===== src/rtl/ram_port_arbiter.sv =====
// Two-requester round-robin arbiter onto a single registered-read RAM port.
// Reads carry a requester tag down a fixed-latency pipe so responses return in acceptance order.
module ram_port_arbiter #(
  parameter int unsigned AW     = 6,
  parameter int unsigned DW     = 8,
  parameter int unsigned RD_LAT = 1
) (
  input  logic          clk,
  input  logic          rst_n,
  input  logic          a_req_valid,
  output logic          a_req_ready,
  input  logic          a_req_we,
  input  logic [AW-1:0] a_req_addr,
  input  logic [DW-1:0] a_req_wdata,
  output logic          a_rsp_valid,
  output logic [DW-1:0] a_rsp_data,
  input  logic          b_req_valid,
  output logic          b_req_ready,
  input  logic          b_req_we,
  input  logic [AW-1:0] b_req_addr,
  input  logic [DW-1:0] b_req_wdata,
  output logic          b_rsp_valid,
  output logic [DW-1:0] b_rsp_data,
  output logic [AW-1:0] ram_addr,
  output logic [DW-1:0] ram_wdata,
  output logic          ram_we,
  output logic          ram_re,
  input  logic [DW-1:0] ram_rdata
);

  localparam int unsigned PD = RD_LAT + 1;

  logic          last_b;
  logic          a_grant_c;
  logic          b_grant_c;
  logic          acc_c;
  logic          sel_we_c;
  logic [AW-1:0] sel_addr_c;
  logic [DW-1:0] sel_wdata_c;
  logic [PD-1:0] tag_vld;
  logic [PD-1:0] tag_b;

  // Grant: sole valid wins; on contention the one not granted last wins.
  always_comb begin
    a_grant_c   = 1'b0;
    b_grant_c   = 1'b0;
    sel_we_c    = 1'b0;
    sel_addr_c  = a_req_addr;
    sel_wdata_c = a_req_wdata;
    if (rst_n) begin
      a_grant_c = a_req_valid & (~b_req_valid | last_b);
      b_grant_c = b_req_valid & (~a_req_valid | ~last_b);
    end
    if (b_grant_c) begin
      sel_we_c    = b_req_we;
      sel_addr_c  = b_req_addr;
      sel_wdata_c = b_req_wdata;
    end else if (a_grant_c) begin
      sel_we_c = a_req_we;
    end
    acc_c = a_grant_c | b_grant_c;
  end

  assign a_req_ready = a_grant_c;
  assign b_req_ready = b_grant_c;

  // RAM command register and round-robin pointer.
  always_ff @(posedge clk or negedge rst_n) begin
    if (!rst_n) begin
      last_b    <= 1'b1;
      ram_we    <= 1'b0;
      ram_re    <= 1'b0;
      ram_addr  <= '0;
      ram_wdata <= '0;
    end else begin
      ram_we <= acc_c & sel_we_c;
      ram_re <= acc_c & ~sel_we_c;
      if (acc_c) begin
        last_b    <= b_grant_c;
        ram_addr  <= sel_addr_c;
        ram_wdata <= sel_wdata_c;
      end
    end
  end

  // Tag pipe: stage RD_LAT lines up with ram_rdata being valid.
  always_ff @(posedge clk or negedge rst_n) begin
    if (!rst_n) begin
      tag_vld <= '0;
      tag_b   <= '0;
    end else begin
      tag_vld[0] <= acc_c & ~sel_we_c;
      tag_b[0]   <= b_grant_c;
      for (int i = 1; i < int'(PD); i++) begin
        tag_vld[i] <= tag_vld[i-1];
        tag_b[i]   <= tag_b[i-1];
      end
    end
  end

  // Response capture; data holds between pulses.
  always_ff @(posedge clk or negedge rst_n) begin
    if (!rst_n) begin
      a_rsp_valid <= 1'b0;
      b_rsp_valid <= 1'b0;
      a_rsp_data  <= '0;
      b_rsp_data  <= '0;
    end else begin
      a_rsp_valid <= tag_vld[RD_LAT] & ~tag_b[RD_LAT];
      b_rsp_valid <= tag_vld[RD_LAT] & tag_b[RD_LAT];
      if (tag_vld[RD_LAT] && !tag_b[RD_LAT]) a_rsp_data <= ram_rdata;
      if (tag_vld[RD_LAT] && tag_b[RD_LAT])  b_rsp_data <= ram_rdata;
    end
  end

endmodule


===== config.mk =====
export PLATFORM = sky130hd
export DESIGN_NAME = ram_port_arbiter
export DESIGN_NICKNAME = d
export VERILOG_FILES = /design/src/rtl/ram_port_arbiter.sv
export SDC_FILE = /design/constraint.sdc
export NUM_CORES = 1
export LEC_CHECK = 0
export ABC_AREA = 1
export CORE_MARGIN = 2
export CORE_UTILIZATION = 37
export DETAILED_ROUTE_END_ITERATION = 12
export PLACE_DENSITY_LB_ADDON = 0.2
export SLEW_MARGIN = 20
export SYNTH_ARGS = -nofsm -noshare
export SYNTH_HDL_FRONTEND = slang
export SYNTH_SLANG_ARGS = --single-unit
export TNS_END_PERCENT = 1

===== constraint.sdc =====
create_clock -name clk -period 1.2 [get_ports clk]
set_clock_uncertainty 0.05 [all_clocks]
set_input_delay 0.18 -clock clk [delete_from_list [all_inputs] [get_ports clk]]
set_output_delay 0.18 -clock clk [all_outputs]
set_load 0.1 [all_outputs]

==> flow_summary.ini, run 1 <==
[cts]
cts_tree = done
clk_root_buffer_cell = clkbuf_8
clock_sinks = 38
path_clk_slew_ns = 0.07
cts_buffer_depth = 2
worstSkewPairLatency_ns = 0.28
numCtsBuffers = 5
htreeDepth = 2

[setup_path]
cp_cell_sequence = inv_2 -> a21oi_4 -> buf_12
cp.required_ns = 0.97
slowest_delay_ns = 0.55
end_kind = output port
timing.rr.start = last_b
start_kind = flop
rr_worst_depth = 5
crit_buf_inv = 2
crit_fanout = 2
regToRegSetupSlack_ns = 0.01
crit_slowest_cell = dfstp_2
worstReg2RegEnd = tag_vld[0]
crit_family = flip-flops
cp.arrival_ns = 1.21
crit_type = flop to output port

[layout]
layout-drive-gt1-share = 0.240
multi_input_area_um2 = 557
diodes = 0
n_fill_cell = 341
areaGrowthSynthToFinish_pct = 76.1
finalNetCount = 334
final_cell_area_um2 = 3070
ff_latch_area_um2 = 952

[yosys]
yosysWarnings = 0
synth_area_leaders = dfrtp_1 53%, nand2_1 13%, inv_1 9.0%, nand3_1 8.6%, o21ai_2 4.0%
synth_edf_count = 0
synth.most_common_cell = nand2_1
synth_top_area_share = 0.531
seq_area_frac_synth = 0.546
synth-seq-cells = 38
ys.flop_type = dfrtp_1
syn-num-nets = 248
syn_area_um2 = 1740
synth_common_cells = 61 x nand2_1, 42 x inv_1, 37 x dfrtp_1, 30 x nand3_1, 9 x o21ai_0
syn_inst = 206
syn_area_per_cell_um2 = 8.47
async_flop_share = 1.00
yosysTopAreaCell = dfrtp_1
synth_cell_types = 18

[pwr]
switching_share = 0.466
power_mw = 5.69
netSwitchingPower_mw = 2.65
p_seq_frac = 0.307
clkPwrFrac = 0.142
p_comb_frac = 0.552
internal_power_mw = 3.04
power_leakage_nw = 1.59
powerDensity_nw_per_um2 = 1850
ir_drop_uv = 793

[floorplan]
die_h_um = 72.7
core_area_um2 = 4440
design.die.area_um2 = 5280
die_w_um = 72.7
ios = 78
start_util = 0.392
num_rows = 24

[run_status]
outcome = finished with violations
violations = negative setup slack

[global_routing]
grt_pass1_wl_um = 7290
grt_pass1_vias = 1628
grt_usage = 0.178
grt_max_degree = 39
antenna_found_initial = 0
grt_overflow = 0

[drt]
post-route-drc-count = 0
dr.pass1.iters = 4
via_count = 1583
wirelength_um = 4040
wire_per_inst_um = 11.8
drt_iter0_markers = 48
antenna_left = 0
viasPerCell = 4.60

[sta]
holdWs_ns = 0.283
setup_slack_ns = -0.241
rsz0062_at_grt = true
report.final.slew_viol_count = 0
fin_crit_sh = 1.20
fin_crit_ns = 1.44
max_freq_ghz = 0.694
slew_headroom = 0.684
hold_viol_final = 0
setup_violations = 2
worst_pin_slew_ns = 0.473

[run]
drv_cap = 0

[placement]
dpl_cell_area_um2 = 2970
place_worst_setup_slack_ns = -0.216
io_buffers = 77
place.gp.congestion = 0.826
dpl.hpwl_um = 2990

[hold_path]
hold_end = tag_b[0]
holdCritStartpoint = rst_n
hold_depth = 5
hold_path_class = input port to flop
-- cell type report --
type	instances	area share
timing repair buffer	87	0.408
sequential	38	0.310
multi-input combinational	116	0.181
inverter	44	0.0546
clock buffer	7	0.0248
tap	52	0.0212
-- cell usage in the layout, fill, tap and decap left out --
| master | n |
|---|---|
| nor2_1 | 1 |
| or2_1 | 1 |
| nand2_1 | 61 |
| dlygate4sd3_1 | 1 |
| clkbuf_8 | 5 |
| clkdlybuf4s50_1 | 40 |
| clkbuf_1 | 2 |
| inv_1 | 40 |
| buf_12 | 40 |
| buf_2 | 1 |
| inv_2 | 3 |
| dfstp_2 | 1 |
| o21ai_0 | 9 |
| nand2_2 | 4 |
| inv_4 | 1 |
| buf_4 | 5 |
| nand2_4 | 1 |
| a21oi_4 | 1 |
| o21ai_2 | 8 |
| nand3_1 | 30 |
| dfrtp_1 | 37 |
-- routing by layer --
metal,GRT usage,vias up,wire length [um]
met2,0.289,61,1950
met4,0.0782,0,86
met1,0.216,723,1670
met5,0,-,0
met3,0.0608,10,334
li1,-,789,-
-- through the flow --
stage	util	setup TNS [ns]	std cells
3_5_place_dp	0.667	-3.68	335
5_1_grt	0.691	-1.17	344
4_1_cts	0.690	-0.540	344
2_1_floorplan	-	-1.29	206
6_report	0.691	-0.466	344
3_3_place_gp	0.667	-3.16	335
-- worst max-delay path by stage --
stage | start | end | slack [ns] | cells past startpoint
after floorplan | last_b | tag_b[0] | -0.36 | 4
after global placement | b_req_valid | b_req_ready | -0.19 | 6
after detailed placement | b_req_valid | ram_addr[1] | -0.22 | 8
after CTS | last_b | a_req_ready | -0.28 | 3
after global routing | last_b | a_req_ready | -0.29 | 3
final | last_b | a_req_ready | -0.24 | 3
-- timing repair --
action                     CTS  global route
pin swaps                    1             2
hold endpoints to repair    37             0
cloned                       0             0
setup buffers                1             0
resized for setup            3             2
hold buffers                 1             0
setup endpoints to repair   16            17
-- power by group through the flow --
stage / Combinational, mW / Sequential (mW) / Clock (mW)
2_1_floorplan: 0.395 / 3.20 / 0
3_3_place_gp: 3.12 / 1.76 / 0
3_5_place_dp: 3.14 / 1.77 / 0
4_1_cts: 3.16 / 1.75 / 0.831
5_1_grt: 3.27 / 1.78 / 0.884
6_report: 3.14 / 1.75 / 0.807
-- registers in the layout (all words and copies together), names as in the netlist --
signal,flops
a_rsp_data,8
b_rsp_data,8
ram_wdata,8
ram_addr,6
tag_b,2
tag_vld,2
a_rsp_valid,1
b_rsp_valid,1
last_b,1
ram_we,1
-- worst register-to-register path, cell delays in order, from the launching register on --
cell and delay [ns]:
dfstp_2 0.55, nand2_2 0.08, buf_4 0.20, nand3_1 0.09
nand2_1 0.07, nor2_1 0.09
-- kinds of logic after synthesis --
group	count (synthesis)	synth area share
buffers and inverters	52	0.141
flip-flops	38	0.546
AND/OR/NAND/NOR	98	0.244
AO/OA/AOI/OAI	18	0.0689
Power figures use the tool's default switching activity.
==> inputs of run 2 (changes only) <==
--- a/config.mk
+++ b/config.mk
@@ -5,11 +5,11 @@
 export SDC_FILE = /design/constraint.sdc
 export NUM_CORES = 1
 export LEC_CHECK = 0
-export ABC_AREA = 1
 export CORE_MARGIN = 2
-export CORE_UTILIZATION = 37
+export CORE_UTILIZATION = 36
 export DETAILED_ROUTE_END_ITERATION = 12
 export PLACE_DENSITY_LB_ADDON = 0.2
+export SKIP_LAST_GASP = 1
 export SLEW_MARGIN = 20
 export SYNTH_ARGS = -nofsm -noshare
 export SYNTH_HDL_FRONTEND = slang
==> flow_summary.ini, run 2 <==
[yosys]
syn_area_per_cell_um2 = 11.8
synth_edf_count = 0
ys.flop_type = dfrtp_1
syn_area_um2 = 1580
synth_top_area_share = 0.586
synth_area_leaders = dfrtp_1 59%, mux2_2 11%, a31oi_1 5.9%, o21ai_0 3.8%, nor2_1 3.8%
synth_common_cells = 37 x dfrtp_1, 16 x mux2_2, 16 x nor2_1, 15 x a31oi_1, 15 x nand2_1
syn-num-nets = 176
syn_inst = 134
yosysTopAreaCell = dfrtp_1
async_flop_share = 1.00
synth.most_common_cell = dfrtp_1
yosysWarnings = 0
seq_area_frac_synth = 0.603
synth_cell_types = 23
synth-seq-cells = 38

[cts]
cts_buffer_depth = 2
cts_tree = done
clock_sinks = 38
worstSkewPairLatency_ns = 0.28
path_clk_slew_ns = 0.07
clk_root_buffer_cell = clkbuf_8
numCtsBuffers = 5
htreeDepth = 2

[drt]
drt_iter0_markers = 82
dr.pass1.iters = 4
antenna_left = 0
viasPerCell = 4.93
post-route-drc-count = 0
via_count = 1384
wirelength_um = 4250
wire_per_inst_um = 15.1

[pwr]
power_mw = 6.20
p_comb_frac = 0.572
switching_share = 0.464
internal_power_mw = 3.32
netSwitchingPower_mw = 2.88
powerDensity_nw_per_um2 = 2070
p_seq_frac = 0.293
clkPwrFrac = 0.134
power_leakage_nw = 1.30
ir_drop_uv = 1020

[layout]
layout_common_cells = 40 x clkdlybuf4s50_1, 39 x buf_12, 37 x dfrtp_1, 16 x mux2_2
ff_latch_area_um2 = 952
multi_input_area_um2 = 574
final_common_cell = clkdlybuf4s50_1
areaGrowthSynthToFinish_pct = 89.2
final_util = 0.696
top_regs = a_rsp_data (8), b_rsp_data (8), ram_wdata (8)
final_cells = 281
finalNetCount = 272
n_fill_cell = 314
layout-drive-gt1-share = 0.362
diodes = 0

[placement]
io_buffers = 77
dpl.hpwl_um = 3280
dp_cells = 269
place_worst_setup_slack_ns = -0.422
place.gp.congestion = 0.734

[global_routing]
grt_overflow = 0
grt_pass1_vias = 1497
grt_pass1_wl_um = 6820
grt_usage = 0.183
antenna_found_initial = 0
grt_max_degree = 29

[sta]
setup_violations = 25
holdWs_ns = 0.328
max_freq_ghz = 0.644
fin_crit_ns = 1.55
worst_pin_slew_ns = 0.498
hold_viol_final = 0
slew_headroom = 0.668
report.final.slew_viol_count = 0
setup_slack_ns = -0.352
rsz0062_at_grt = true
fin_crit_sh = 1.29

[run_status]
violations = negative setup slack
outcome = finished with violations

[hold_path]
hold_path_class = flop to flop

[floorplan]
design.die.area_um2 = 4940
ios = 78
core_area_um2 = 4290
num_rows = 24
die_w_um = 70.3
start_util = 0.368
die_h_um = 70.3

[setup_path]
end_kind = output port
slowest_delay_ns = 0.55
cp_cell_sequence = nand2b_4 -> and3_4 -> buf_12
crit_fanout = 3
crit_type = flop to output port
cp.required_ns = 0.97
cp.arrival_ns = 1.32
crit_slowest_cell = dfstp_2
start_kind = flop

[run]
drv_cap = 0
## run 2: cell types whose count changed after synthesis, sizes merged, moves of 2 or more
cell	previous run	this run
nor2	1	16
o21ai	17	14
mux2	0	16
nand3	30	0
buf	8	6
nand2	66	15
a31oi	0	15
nand2b	0	2
inv	44	2
## run 2: power by group through the flow
stage               clock [mW]  combinational, mW  sequential (mW)
finish                   0.833               3.55             1.82
global route             0.925               3.64             1.85
CTS                      0.867               3.55             1.82
detailed placement           0               3.53             1.84
global placement             0               3.49             1.82
floorplan                    0              0.389             3.47
## run 2: timing repair
item / CTS / global route
gates cloned: 0 / 0
buffers inserted: 1 / 4
hold buffers: 1 / 0
endpoints found under the setup margin: 24 / 26
endpoints found under the hold margin: 38 / 0
resized for setup: 1 / 0
## run 2: logic make-up after synthesis
logic type             after synthesis  synth area share
flip-flops                          38             0.603
AND/OR/NAND/NOR                     36            0.0942
multiplexers                        16             0.114
buffers and inverters                9            0.0467
AO/OA/AOI/OAI                       35             0.143
## run 2: critical path, delay by kind of cell (launching register included)
family                 cells  cell delay [ns]
buffers and inverters      1             0.17
DFF                        1             0.55
and+or+nand+nor            2             0.32
## run 2: per-layer routing
layer / vias up / GRT usage / part of all wire
met5: - / 0 / 0
met4: 0 / 0.0897 / 0.031
met3: 11 / 0.0577 / 0.074
met2: 66 / 0.324 / 0.53
met1: 651 / 0.195 / 0.37
li1: 656 / - / -
## run 2: worst paths after layout
check                           slack [ns]     start  cells after the start             to
worst min-delay path                  0.33  tag_b[0]                      0       tag_b[1]
min in group asynchronous             0.40     rst_n                      3   ram_wdata[7]
worst max-delay path                 -0.35    last_b                      3    a_req_ready
max in group asynchronous             0.36     rst_n                      3  b_rsp_data[5]
worst min register to register        0.33  tag_b[0]                      0       tag_b[1]
worst max register to register       -0.11    last_b                      4    ram_addr[3]
## run 2: layout make-up
type | count | area share
repair buffers | 96 | 0.438
flip-flops and latches | 38 | 0.318
multi-input cells | 87 | 0.192
clock buffers | 6 | 0.0276
well taps | 52 | 0.0218
inverters | 2 | 0.00251
## run 2: per-stage QoR
stage / TNS, ns / cell area [um2]
floorplan: -3.45 / 1590
global placement: -5.53 / 2850
detailed placement: -6.92 / 2850
CTS: -2.39 / 2960
global route: -4.20 / 2990
finish: -2.34 / 2990
